### src/rtl/ifetch_unit.sv
// Instruction fetch initiator: owns the PC, issues word fetches and
// buffers tagged instructions toward decode, with redirect flush.
module ifetch_unit #(
    parameter logic [31:0] RESET_PC        = 32'h0000_0000,
    parameter int          FIFO_DEPTH      = 2,
    parameter int          MAX_OUTSTANDING = 2
) (
    input  logic        clk_i,
    input  logic        rst_ni,
    output logic        imem_valid_o,
    input  logic        imem_ready_i,
    output logic [31:0] imem_addr_o,
    input  logic        imem_valid_i,
    input  logic [31:0] imem_instr_i,
    output logic        if_valid_o,
    input  logic        if_ready_i,
    output logic [31:0] if_pc_o,
    output logic [31:0] if_instr_o,
    input  logic        redirect_i,
    input  logic [31:0] redirect_pc_i,
    output logic        busy_o
);

    localparam int AW = $clog2(FIFO_DEPTH);
    localparam int CW = AW + 1;
    localparam int OW = $clog2(MAX_OUTSTANDING + 1);
    localparam int TQ = 1 << OW;

    typedef enum logic {
        BOOT,
        RUN
    } state_t;

    state_t state_q, state_d;

    logic [31:0]   pc_q;
    logic [CW-1:0] count_q;
    logic [AW-1:0] wr_ptr_q, rd_ptr_q;
    logic [31:0]   fifo_pc_q    [FIFO_DEPTH];
    logic [31:0]   fifo_instr_q [FIFO_DEPTH];
    logic [OW-1:0] outst_q, outst_d, drop_q;
    logic [31:0]   tag_q [TQ];

    logic          pop, fire, rsp, keep, credit_ok;
    logic [31:0]   occ;
    logic [OW-1:0] tag_idx;
    logic          unused_bits;

    assign unused_bits = ^redirect_pc_i[1:0];

    assign pop = (count_q != '0) && if_ready_i;
    assign occ = 32'(count_q) + 32'(outst_q) - {31'b0, pop};
    assign credit_ok = (occ < 32'(FIFO_DEPTH))
                    && (32'(outst_q) < 32'(MAX_OUTSTANDING));

    always_comb begin
        state_d      = state_q;
        imem_valid_o = 1'b0;
        unique case (state_q)
            BOOT: state_d = RUN;
            RUN:  imem_valid_o = credit_ok && !redirect_i;
        endcase
    end

    assign fire    = imem_valid_o && imem_ready_i;
    assign rsp     = imem_valid_i && (outst_q != '0);
    assign keep    = rsp && (drop_q == '0) && !redirect_i;
    assign outst_d = outst_q + OW'(fire) - OW'(rsp);
    // New tag lands behind the entries that survive this cycle's pop
    assign tag_idx = outst_q - OW'(rsp);

    always_ff @(posedge clk_i or negedge rst_ni) begin
        if (!rst_ni) begin
            state_q <= BOOT;
            pc_q    <= RESET_PC;
            outst_q <= '0;
            drop_q  <= '0;
        end else begin
            state_q <= state_d;
            outst_q <= outst_d;
            if (redirect_i) begin
                pc_q   <= {redirect_pc_i[31:2], 2'b00};
                drop_q <= outst_d;
            end else begin
                if (fire) pc_q <= pc_q + 32'd4;
                if (rsp && (drop_q != '0)) drop_q <= drop_q - OW'(1);
            end
        end
    end

    always_ff @(posedge clk_i or negedge rst_ni) begin
        if (!rst_ni) begin
            for (int i = 0; i < TQ; i++) tag_q[i] <= '0;
        end else begin
            if (rsp) begin
                for (int i = 0; i < TQ - 1; i++) tag_q[i] <= tag_q[i+1];
            end
            if (fire) tag_q[tag_idx] <= pc_q;
        end
    end

    always_ff @(posedge clk_i or negedge rst_ni) begin
        if (!rst_ni) begin
            count_q  <= '0;
            wr_ptr_q <= '0;
            rd_ptr_q <= '0;
            for (int i = 0; i < FIFO_DEPTH; i++) begin
                fifo_pc_q[i]    <= '0;
                fifo_instr_q[i] <= '0;
            end
        end else if (redirect_i) begin
            count_q  <= '0;
            wr_ptr_q <= '0;
            rd_ptr_q <= '0;
        end else begin
            if (keep) begin
                fifo_pc_q[wr_ptr_q]    <= tag_q[0];
                fifo_instr_q[wr_ptr_q] <= imem_instr_i;
                wr_ptr_q               <= wr_ptr_q + AW'(1);
            end
            if (pop) rd_ptr_q <= rd_ptr_q + AW'(1);
            count_q <= count_q + CW'(keep) - CW'(pop);
        end
    end

    assign imem_addr_o = pc_q;
    assign if_valid_o  = (count_q != '0);
    assign if_pc_o     = fifo_pc_q[rd_ptr_q];
    assign if_instr_o  = fifo_instr_q[rd_ptr_q];
    assign busy_o      = (outst_q != '0) || (drop_q != '0);

endmodule

### config.mk
export PLATFORM = sky130hd
export DESIGN_NAME = ifetch_unit
export DESIGN_NICKNAME = d
export VERILOG_FILES = /design/src/rtl/ifetch_unit.sv
export SDC_FILE = /design/constraint.sdc
export NUM_CORES = 1
export LEC_CHECK = 0
export BUFFER_PORTS_ARGS = -buffer_cell sky130_fd_sc_hd__clkbuf_2
export CAP_MARGIN = 10
export CORE_ASPECT_RATIO = 0.5
export CORE_MARGIN = 1
export CORE_UTILIZATION = 50
export DETAILED_ROUTE_END_ITERATION = 7
export PLACE_DENSITY = 0.77
export SETUP_SLACK_MARGIN = 0.2
export SLEW_MARGIN = 20
export SYNTH_ARGS = -nofsm -noshare
export SYNTH_HDL_FRONTEND = slang
export SYNTH_SLANG_ARGS = --single-unit
### constraint.sdc
create_clock -name clk_i -period 3.8 [get_ports clk_i]
set_input_delay 0.57 -clock clk_i [delete_from_list [all_inputs] [get_ports clk_i]]
set_output_delay 0.57 -clock clk_i [all_outputs]
set_load 0.02 [all_outputs]
## After elaboration in Yosys (flattened, before gate mapping)

Cells that the tools add are included.

| storage, ports and cells | value |
|---|---|
| bits in latches | 0 |
| word-level logic and storage cells | 83 |
| memory bits (read-only) | 0 |
| memory bits (writable) | 0 |
| memories kept | 0 |
| register bits after elaboration | 297 |

| operators by class | value |
|---|---|
| reductions and logical operators | 21 |
| $lt $le $gt $ge | 7 |
| equality and inequality tests | 0 |
| divide/modulo/power cells | 0 |
| mux-type cells | 25 |
| bitwise logic cells | 4 |
| shift-type cells | 0 |
| $mul | 0 |
| add/subtract/negate cells | 11 |

Operators with widths:

| cell | number |
|---|---|
| 32-bit 2-to-1 mux | 10 |
| 128-bit bitwise mux | 1 |
| 64-bit bitwise mux | 2 |
| 128-bit 2-to-1 mux | 1 |
| 96-bit 2-to-1 mux | 1 |
| 32-bit demux with 2-bit select | 1 |
| 32-bit by 3-bit adder with 32-bit output, second input constant | 1 |
| 32-bit demux with 1-bit select | 1 |
| 32-bit by 2-bit less-than comparator with 1-bit output, second input constant | 1 |
| 2-bit nonzero test | 7 |
| 1-bit logical AND | 10 |
| 2-bit 2-to-1 mux | 3 |
| 2-bit by 1-bit subtractor with 2-bit output | 3 |
| 1-bit 2-to-1 mux | 5 |
| 2-bit by 1-bit adder with 2-bit output | 2 |
| 2-bit greater-or-equal comparator, second input constant | 2 |
| 1-bit inverter with 2-bit output | 2 |
| 3-bit by 1-bit subtractor with 4-bit output | 1 |
| 2-bit by 2-bit adder with 3-bit output | 1 |
| 3-bit greater-or-equal comparator, second input constant | 1 |
| 3-bit by 1-bit less-than comparator with 1-bit output, second input constant | 1 |
| 2-bit inverter with 3-bit output | 1 |
| 1-bit adder, second input constant | 2 |
| 2-bit zero test | 1 |
| 7 further kinds | 7 |

## Logic depth before layout (Yosys ltp)

Gate-level depths: netlist of the first run.

| depth | value |
|---|---|
| depth in word-level cells | 11 |
| gate-level depth with buffers | 17 |
| depth with buffers taken out | 17 |

## Worst setup path before layout of the first run

OpenSTA, ideal clock, no wires.

| path | value |
|---|---|
| path kind | input -> register |
| from | input if_ready_i |
| to | register drop_q[1] |
| stages on the path | 14 |
| path slack | 495 ps |
| arrival | 3170 ps |
| path through | xor2_1 > and2_1 > fa_1 > nor4b_4 > nand2_4 > a21oi_4 > inv_2 > ha_1 > inv_1 > ha_1 > xnor2_1 > xnor2_1 > nand2_1 > o21ai_0 |

| between the ends | value |
|---|---|
| longest elaborated chain between the ends | 10 |

Ends and longest elaborated chain:

| item | RTL line | RTL |
|---|---|---|
| from (decl) | 16 | `input logic if_ready_i,` |
| 1-bit logical AND | 51 | `assign pop = (count_q != '0) && if_ready_i;` |
| 3-bit by 1-bit subtractor with 4-bit output | 52 | `assign occ = 32'(count_q) + 32'(outst_q) - {31'b0, pop};` |
| 32-bit by 2-bit less-than comparator with 1-bit output | 53 | `assign credit_ok = (occ < 32'(FIFO_DEPTH))` |
| 1-bit logical AND | 54 | `&& (32'(outst_q) < 32'(MAX_OUTSTANDING));` |
| 1-bit logical AND | 61 | `RUN: imem_valid_o = credit_ok && !redirect_i;` |
| 1-bit 2-to-1 mux | 59 | `unique case (state_q)` |
| 1-bit logical AND | 65 | `assign fire = imem_valid_o && imem_ready_i;` |
| 2-bit by 1-bit adder with 2-bit output | 68 | `assign outst_d = outst_q + OW'(fire) - OW'(rsp);` |
| 2-bit by 1-bit subtractor with 2-bit output | 68 |  |
| via outst_d[1] | 41 | `logic [OW-1:0] outst_q, outst_d, drop_q;` |
| 2-bit 2-to-1 mux | 81 | `if (redirect_i) begin` |
| to (signal assigned) | 83 | `drop_q <= outst_d;` |
| to (signal assigned) | 86 | `if (rsp && (drop_q != '0)) drop_q <= drop_q - OW'(1);` |
| to (decl) | 41 |  |

The timed path passes the listed nets, and every way through them passes these cells.
A chain may end at the register's enable or synchronous reset.

## Worst setup path in the final report of the first run

| path | value |
|---|---|
| from | register count_q[1] |
| to | output imem_valid_o |

| between the ends | value |
|---|---|
| longest elaborated chain between the ends | 7 |
| elaborated cells between the ends (all ways) | 8 |
| classes of those cells | add/sub (2); order compare (1); mux (1); reduce/logical (4) |

Ends and longest elaborated chain:

| item | RTL line | RTL |
|---|---|---|
| from (decl) | 37 | `logic [CW-1:0] count_q;` |
| from (signal assigned) | 122 | `count_q <= count_q + CW'(keep) - CW'(pop);` |
| branches (longest 2 deep; another with 2-bit by 2-bit adder with 3-bit output) | n/a |  |
| 3-bit by 1-bit subtractor with 4-bit output * | 52 |  |
| 32-bit by 2-bit less-than comparator with 1-bit output * | 53 |  |
| 1-bit logical AND * | 54 |  |
| 1-bit logical AND * | 61 |  |
| 1-bit 2-to-1 mux * | 59 |  |
| to (decl) | 10 | `output logic imem_valid_o,` |

Every way passes the cells marked *.

==> results.cfg, run 1 <==
[floorplanning]
dieArea_um2 = 27700
core_area_um2 = 26500
ios = 169
die_h_um = 118
start_util = 0.511
rows = 42
die_x_um = 235

[power_and_ir_drop]
power_frac_seq = 0.431
ir_drop_mv = 0.354
switchingPower_uw = 3810
swShare = 0.347
p_int_uw = 7180
p_comb_frac = 0.320
power_uw = 11000
leakagePower_uw = 0.00763
clkPwrFrac = 0.249
powerDensity_nw_per_um2 = 701

[synthesis]
seq_area_frac_synth = 0.542
synth_flop_cell = dfrtp_1
yosysUniqueCellTypes = 52
ys_seq_elements = 293
async_flop_share = 1.00
yosysMostFrequentCell = dfrtp_1
synth_mux_area_frac = 0.210
netlist.area_leader.share = 0.542
synth-compound-area-share = 0.0817
syn_area_um2 = 13500
yosysWarnings = 0
synthSimpleGateAreaFrac = 0.102
yosys.area.top_type = dfrtp_1
synth_area_leaders = dfrtp_1 54%, mux2_2 14%, mux2_1 5.1%, nand2_1 4.7%, a31oi_1 2.9%
syn_inst = 1181
synth_edf_count = 0
synth_top_family_by_area = multiplexers
synthAdderAreaFrac = 0.00981
avgSynthCellArea_um2 = 11.4
yosys-top-cells-count = 293 x dfrtp_1, 169 x nand2_1, 163 x mux2_2
synth-xor-area-share = 0.0194

[worst_setup_path]
required_ns = 3.23
end_kind = output port
start_kind = flip-flop
crit_fanout = 6
arrival_ns = 2.84
path_class = flip-flop to output port

[grt]
grt_max_degree = 108
grt_pass1_vias = 10036
track_usage = 0.230
antenna_found_initial = 0
grt_pass1_wl_um = 51000
grt_overflow = 0

[timing]
fin_tns_setup_ns = 0
max_freq_mhz = 294
max_slew_margin = 0.453
clock_skew_ns = 0.0135
rsz0062_at_grt = no
drv_slew = 0
min_period_over_period = 0.896
setup_viol = 0
fin_crit_ns = 3.41
worst_pin_slew_ns = 0.820
fin_ws_ns = 0.395
hold_viol_final = 0

[clock_network]
cts_sinks = 293
cts_tree = done
clk_pin_slew_worst_paths_ns = 0.07
clk_latency_ns = 0.54
numCtsBuffers = 26
htreeDepth = 1
clockBufferDepth = 3
root_buffer = clkbuf_16
cts_hold_buf = 0

[cells_and_area]
nets = 1397
utilization = 0.592
layout-drive-gt1-share = 0.323
syn_to_final_growth_pct = 15.9
n_antenna_cell = 0
final_area_um2 = 15700
nFillCells = 2099

[drt]
remaining_drc_errors = 0
drtIter0Drc = 727
drtPass1Iterations = 5
via_count = 9603
vias_per_cell = 5.69
wirelength_um = 31700
wire_per_inst_um = 18.8
ant_nets = 0

[run_status]
status = finished, final reports clean

[placed_design]
postPlaceCellArea_um2 = 14700
pre_cts_slack_ns = 0.337
gp_congestion = 0.855
place.port_buffers = 164
hpwlAfterDp_um = 20500

[run]
drv_cap = 0

[hold_path]
hp-class = primary input to asynchronous set/reset pin
==> flip-flops by register name, summed over array words and instances (netlist names) <==
name	cells
wr_ptr_q	1
tag_q	126
outst_q	2
state_q	1
rd_ptr_q	1
fifo_instr_q	64
count_q	2
fifo_pc_q	64
imem_addr_o	30
drop_q	2
==> per-layer routing <==
metal | GRT usage | vias to the layer above | share of wire
met5 | 0 | - | 0
met4 | 0.0835 | 0 | 0.029
met3 | 0.0386 | 69 | 0.044
met2 | 0.380 | 271 | 0.49
met1 | 0.304 | 4874 | 0.44
li1 | - | 4389 | -
==> what timing repair did <==
item | in CTS | in global routing
buffers inserted | 1 | 5
pin swaps | 1 | 0
endpoints found under the setup margin | 1 | 1
gates resized for setup | 2 | 1
endpoints found under the hold margin | 0 | 0
==> path summary, 6_finish.rpt <==
path                                   from          endpoint  slack (ns)  cells after the start
max                              count_q[1]      imem_valid_o        0.39                     10
min                                  rst_ni     fifo_pc_q[24]        0.10                      1
max reg2reg                      count_q[1]         drop_q[1]        0.50                     18
min reg2reg                fifo_instr_q[44]  fifo_instr_q[44]        0.48                      1
max in group asynchronous            rst_ni     fifo_pc_q[18]        2.59                      2
min in group clk_i         redirect_pc_i[6]    imem_addr_o[6]        0.24                      3
==> critical path, stage by stage (launching register included) <==
cell and delay (ns):
dfrtp_1 0.37, inv_1 0.13, nand2_1 0.12, nand2_1 0.12, inv_1 0.07, nand2_1 0.12, fa_1 0.47, nor4b_4 0.30
buf_4 0.21, a21boi_2 0.20, clkbuf_2 0.19
==> layout by cell type, fill, tap and decap left out, types with 6 or more instances in the layout <==
master / n
a211oi_1: 10
mux2_1: 61
nor2_1: 94
nand2_1: 168
a2111oi_2: 6
and3_1: 15
ha_1: 9
o21ai_1: 9
a21oi_1: 31
inv_1: 14
mux2_2: 163
buf_4: 28
clkbuf_8: 10
xor2_1: 6
nand3_1: 18
dfrtp_1: 291
a31oi_1: 62
xnor2_1: 24
clkinv_2: 6
clkbuf_16: 27
mux2i_1: 32
o21ai_0: 16
clkbuf_2: 163
==> area by class of cell <==
class	count	area [um^2]	area share
well taps	352	440	0.0281
clock buffers	40	825	0.0526
repair buffers	197	1140	0.0728
flip-flops and latches	293	7330	0.468
multi-input cells	783	5800	0.370
inverters	16	61.3	0.00391
clock inverters	8	71.3	0.00455
==> power groups by stage <==
stage | Clock, uW | Combinational [uW] | Sequential (uW)
6_report | 2730 | 3510 | 4740
4_1_cts | 2800 | 3490 | 4740
3_3_place_gp | 0 | 3340 | 4700
5_1_grt | 2920 | 3830 | 4860
2_1_floorplan | 0 | 2540 | 4540
3_5_place_dp | 0 | 3460 | 4780
==> kinds of logic after synthesis <==
| kind of cell | Yosys count |
|---|---|
| simple gates | 322 |
| flops | 293 |
| mux | 256 |
| compound gates | 162 |
| buf+inv | 106 |
| xor+xnor | 30 |
| fa+ha+maj | 10 |
| other cells | 2 |
==> metrics by stage <==
stage,hold WS (ns),cells
4_1_cts,0.116,1684
3_3_place_gp,0.463,1635
3_5_place_dp,0.472,1635
6_report,0.104,1689
2_1_floorplan,0.274,1182
5_1_grt,0.159,1689
(Power assumes the default switching activity.)
==> run 2: changes to the inputs <==
--- a/config.mk
+++ b/config.mk
@@ -10,7 +10,9 @@
 export CORE_ASPECT_RATIO = 0.5
 export CORE_MARGIN = 1
 export CORE_UTILIZATION = 50
+export CTS_CLUSTER_SIZE = 16
 export DETAILED_ROUTE_END_ITERATION = 7
+export MAX_ROUTING_LAYER = met4
 export PLACE_DENSITY = 0.77
 export SETUP_SLACK_MARGIN = 0.2
 export SLEW_MARGIN = 20
==> results.cfg, run 2 (synthesized netlist as in run 1, its figures left out) <==
[run_status]
status = finished, final reports clean

[floorplanning]
ios = 169
rows = 42
die_h_um = 118
dieArea_um2 = 27700
core_area_um2 = 26500
start_util = 0.511
die_x_um = 235

[worst_setup_path]
end_kind = output port
crit_fanout = 6
required_ns = 3.23
path_class = flip-flop to output port
arrival_ns = 2.86
start_kind = flip-flop

[power_and_ir_drop]
powerDensity_nw_per_um2 = 694
swShare = 0.347
p_comb_frac = 0.318
p_int_uw = 7080
power_frac_seq = 0.437
switchingPower_uw = 3760
ir_drop_mv = 0.342
leakagePower_uw = 0.00759
clkPwrFrac = 0.245

[cells_and_area]
multi_input_area_um2 = 5800
layout.cells.most_common = dfrtp_1
largest_reg_flops = 126
regMostFlops = tag_q
nFillCells = 2121
layout-drive-gt1-share = 0.316
syn_to_final_growth_pct = 15.5
register_area_um2 = 7330
n_antenna_cell = 0
top_regs = tag_q: 126 flops, fifo_instr_q: 64 flops, fifo_pc_q: 64 flops
nets = 1394
final_cell_mix = 291 x dfrtp_1, 168 x nand2_1, 163 x mux2_2, 163 x clkbuf_2, 94 x nor2_1

[drt]
vias_per_cell = 5.63
drtPass1Iterations = 5
wire_per_inst_um = 18.2
via_count = 9486
ant_nets = 0
drtIter0Drc = 645
remaining_drc_errors = 0
wirelength_um = 30700

[grt]
grt_overflow = 0
grt_pass1_wl_um = 49600
grt_max_degree = 130
track_usage = 0.230
grt_pass1_vias = 9617
antenna_found_initial = 0

[hold_path]
hp-class = primary input to flip-flop

[timing]
drv_slew = 0
clock_skew_ns = 0.0234
fin_ws_ns = 0.366
fin_tns_setup_ns = 0
hold_viol_final = 0
min_period_over_period = 0.904
worst_pin_slew_ns = 0.823
max_slew_margin = 0.447
max_freq_mhz = 291
setup_viol = 0
fin_crit_ns = 3.43
holdWs_ns = 0.226
rsz0062_at_grt = no

[clock_network]
root_buffer = clkbuf_16
htreeDepth = 1
cts_tree = done
clk_latency_ns = 0.55
clk_pin_slew_worst_paths_ns = 0.07
clockBufferDepth = 3
cts_sinks = 293
numCtsBuffers = 27

[run]
drv_cap = 0

[placed_design]
place.port_buffers = 164
hpwlAfterDp_um = 19800
pre_cts_slack_ns = 0.265
gp_congestion = 0.878
run 2: metrics by stage:
stage | cell area [um^2] | total power [uW] | utilization | std cells
2_1_floorplan | 13500 | 7080 | - | 1182
3_3_place_gp | 14700 | 8020 | 0.555 | 1633
3_5_place_dp | 14700 | 8210 | 0.555 | 1633
4_1_cts | 15600 | 10900 | 0.588 | 1682
5_1_grt | 15600 | 11500 | 0.590 | 1685
6_report | 15600 | 10800 | 0.590 | 1685
run 2: worst max-delay path: stages, from the launching register on:
cell and delay (ns):
dfrtp_2 0.48, inv_1 0.09, ha_1 0.28, inv_1 0.06
fa_1 0.51, nor4b_4 0.30, buf_4 0.20, a21boi_2 0.20
clkbuf_2 0.20
run 2: cell type report:
type	count	share of cell area
Multi-Input combinational cell	783	0.371
Inverter	16	0.00393
Clock inverter	6	0.00377
Tap cell	352	0.0282
Clock buffer	42	0.0507
Timing Repair Buffer	193	0.0726
Sequential cell	293	0.470
run 2: power groups by stage:
stage	logic (uW)	clock network, uW	registers [uW]
final	3450	2660	4730
after CTS	3460	2710	4730
after detailed placement	3440	0	4770
after global placement	3320	0	4700
after global routing	3770	2850	4850
after floorplan	2540	0	4540
run 2: worst paths after layout:
path | from | to | slack [ns] | cells past startpoint
min in group asynchronous | rst_ni | fifo_instr_q[8] | 0.54 | 2
max in group asynchronous | rst_ni | fifo_pc_q[45] | 2.23 | 4
hold / removal | redirect_pc_i[22] | imem_addr_o[22] | 0.23 | 2
hold reg to reg | fifo_instr_q[36] | fifo_instr_q[36] | 0.48 | 1
setup reg to reg | outst_q[1] | drop_q[1] | 0.43 | 16
setup / recovery | outst_q[1] | imem_valid_o | 0.37 | 8
run 2: per-layer routing:
layer  track usage  share of wire  vias up  wire [um]
met5             -              0        -          0
met4        0.0552          0.024        0        750
met3        0.0389          0.048       57       1490
met2         0.371           0.48      244      14900
met1         0.304           0.44     4810      13600
li1              -              -     4375          -
run 2: timing repair:
item	CTS	global route
pin swaps	1	0
resized for setup	2	1
setup endpoints to repair	1	1
hold endpoints to repair	0	38
hold buffers	0	1
buffers inserted	1	1
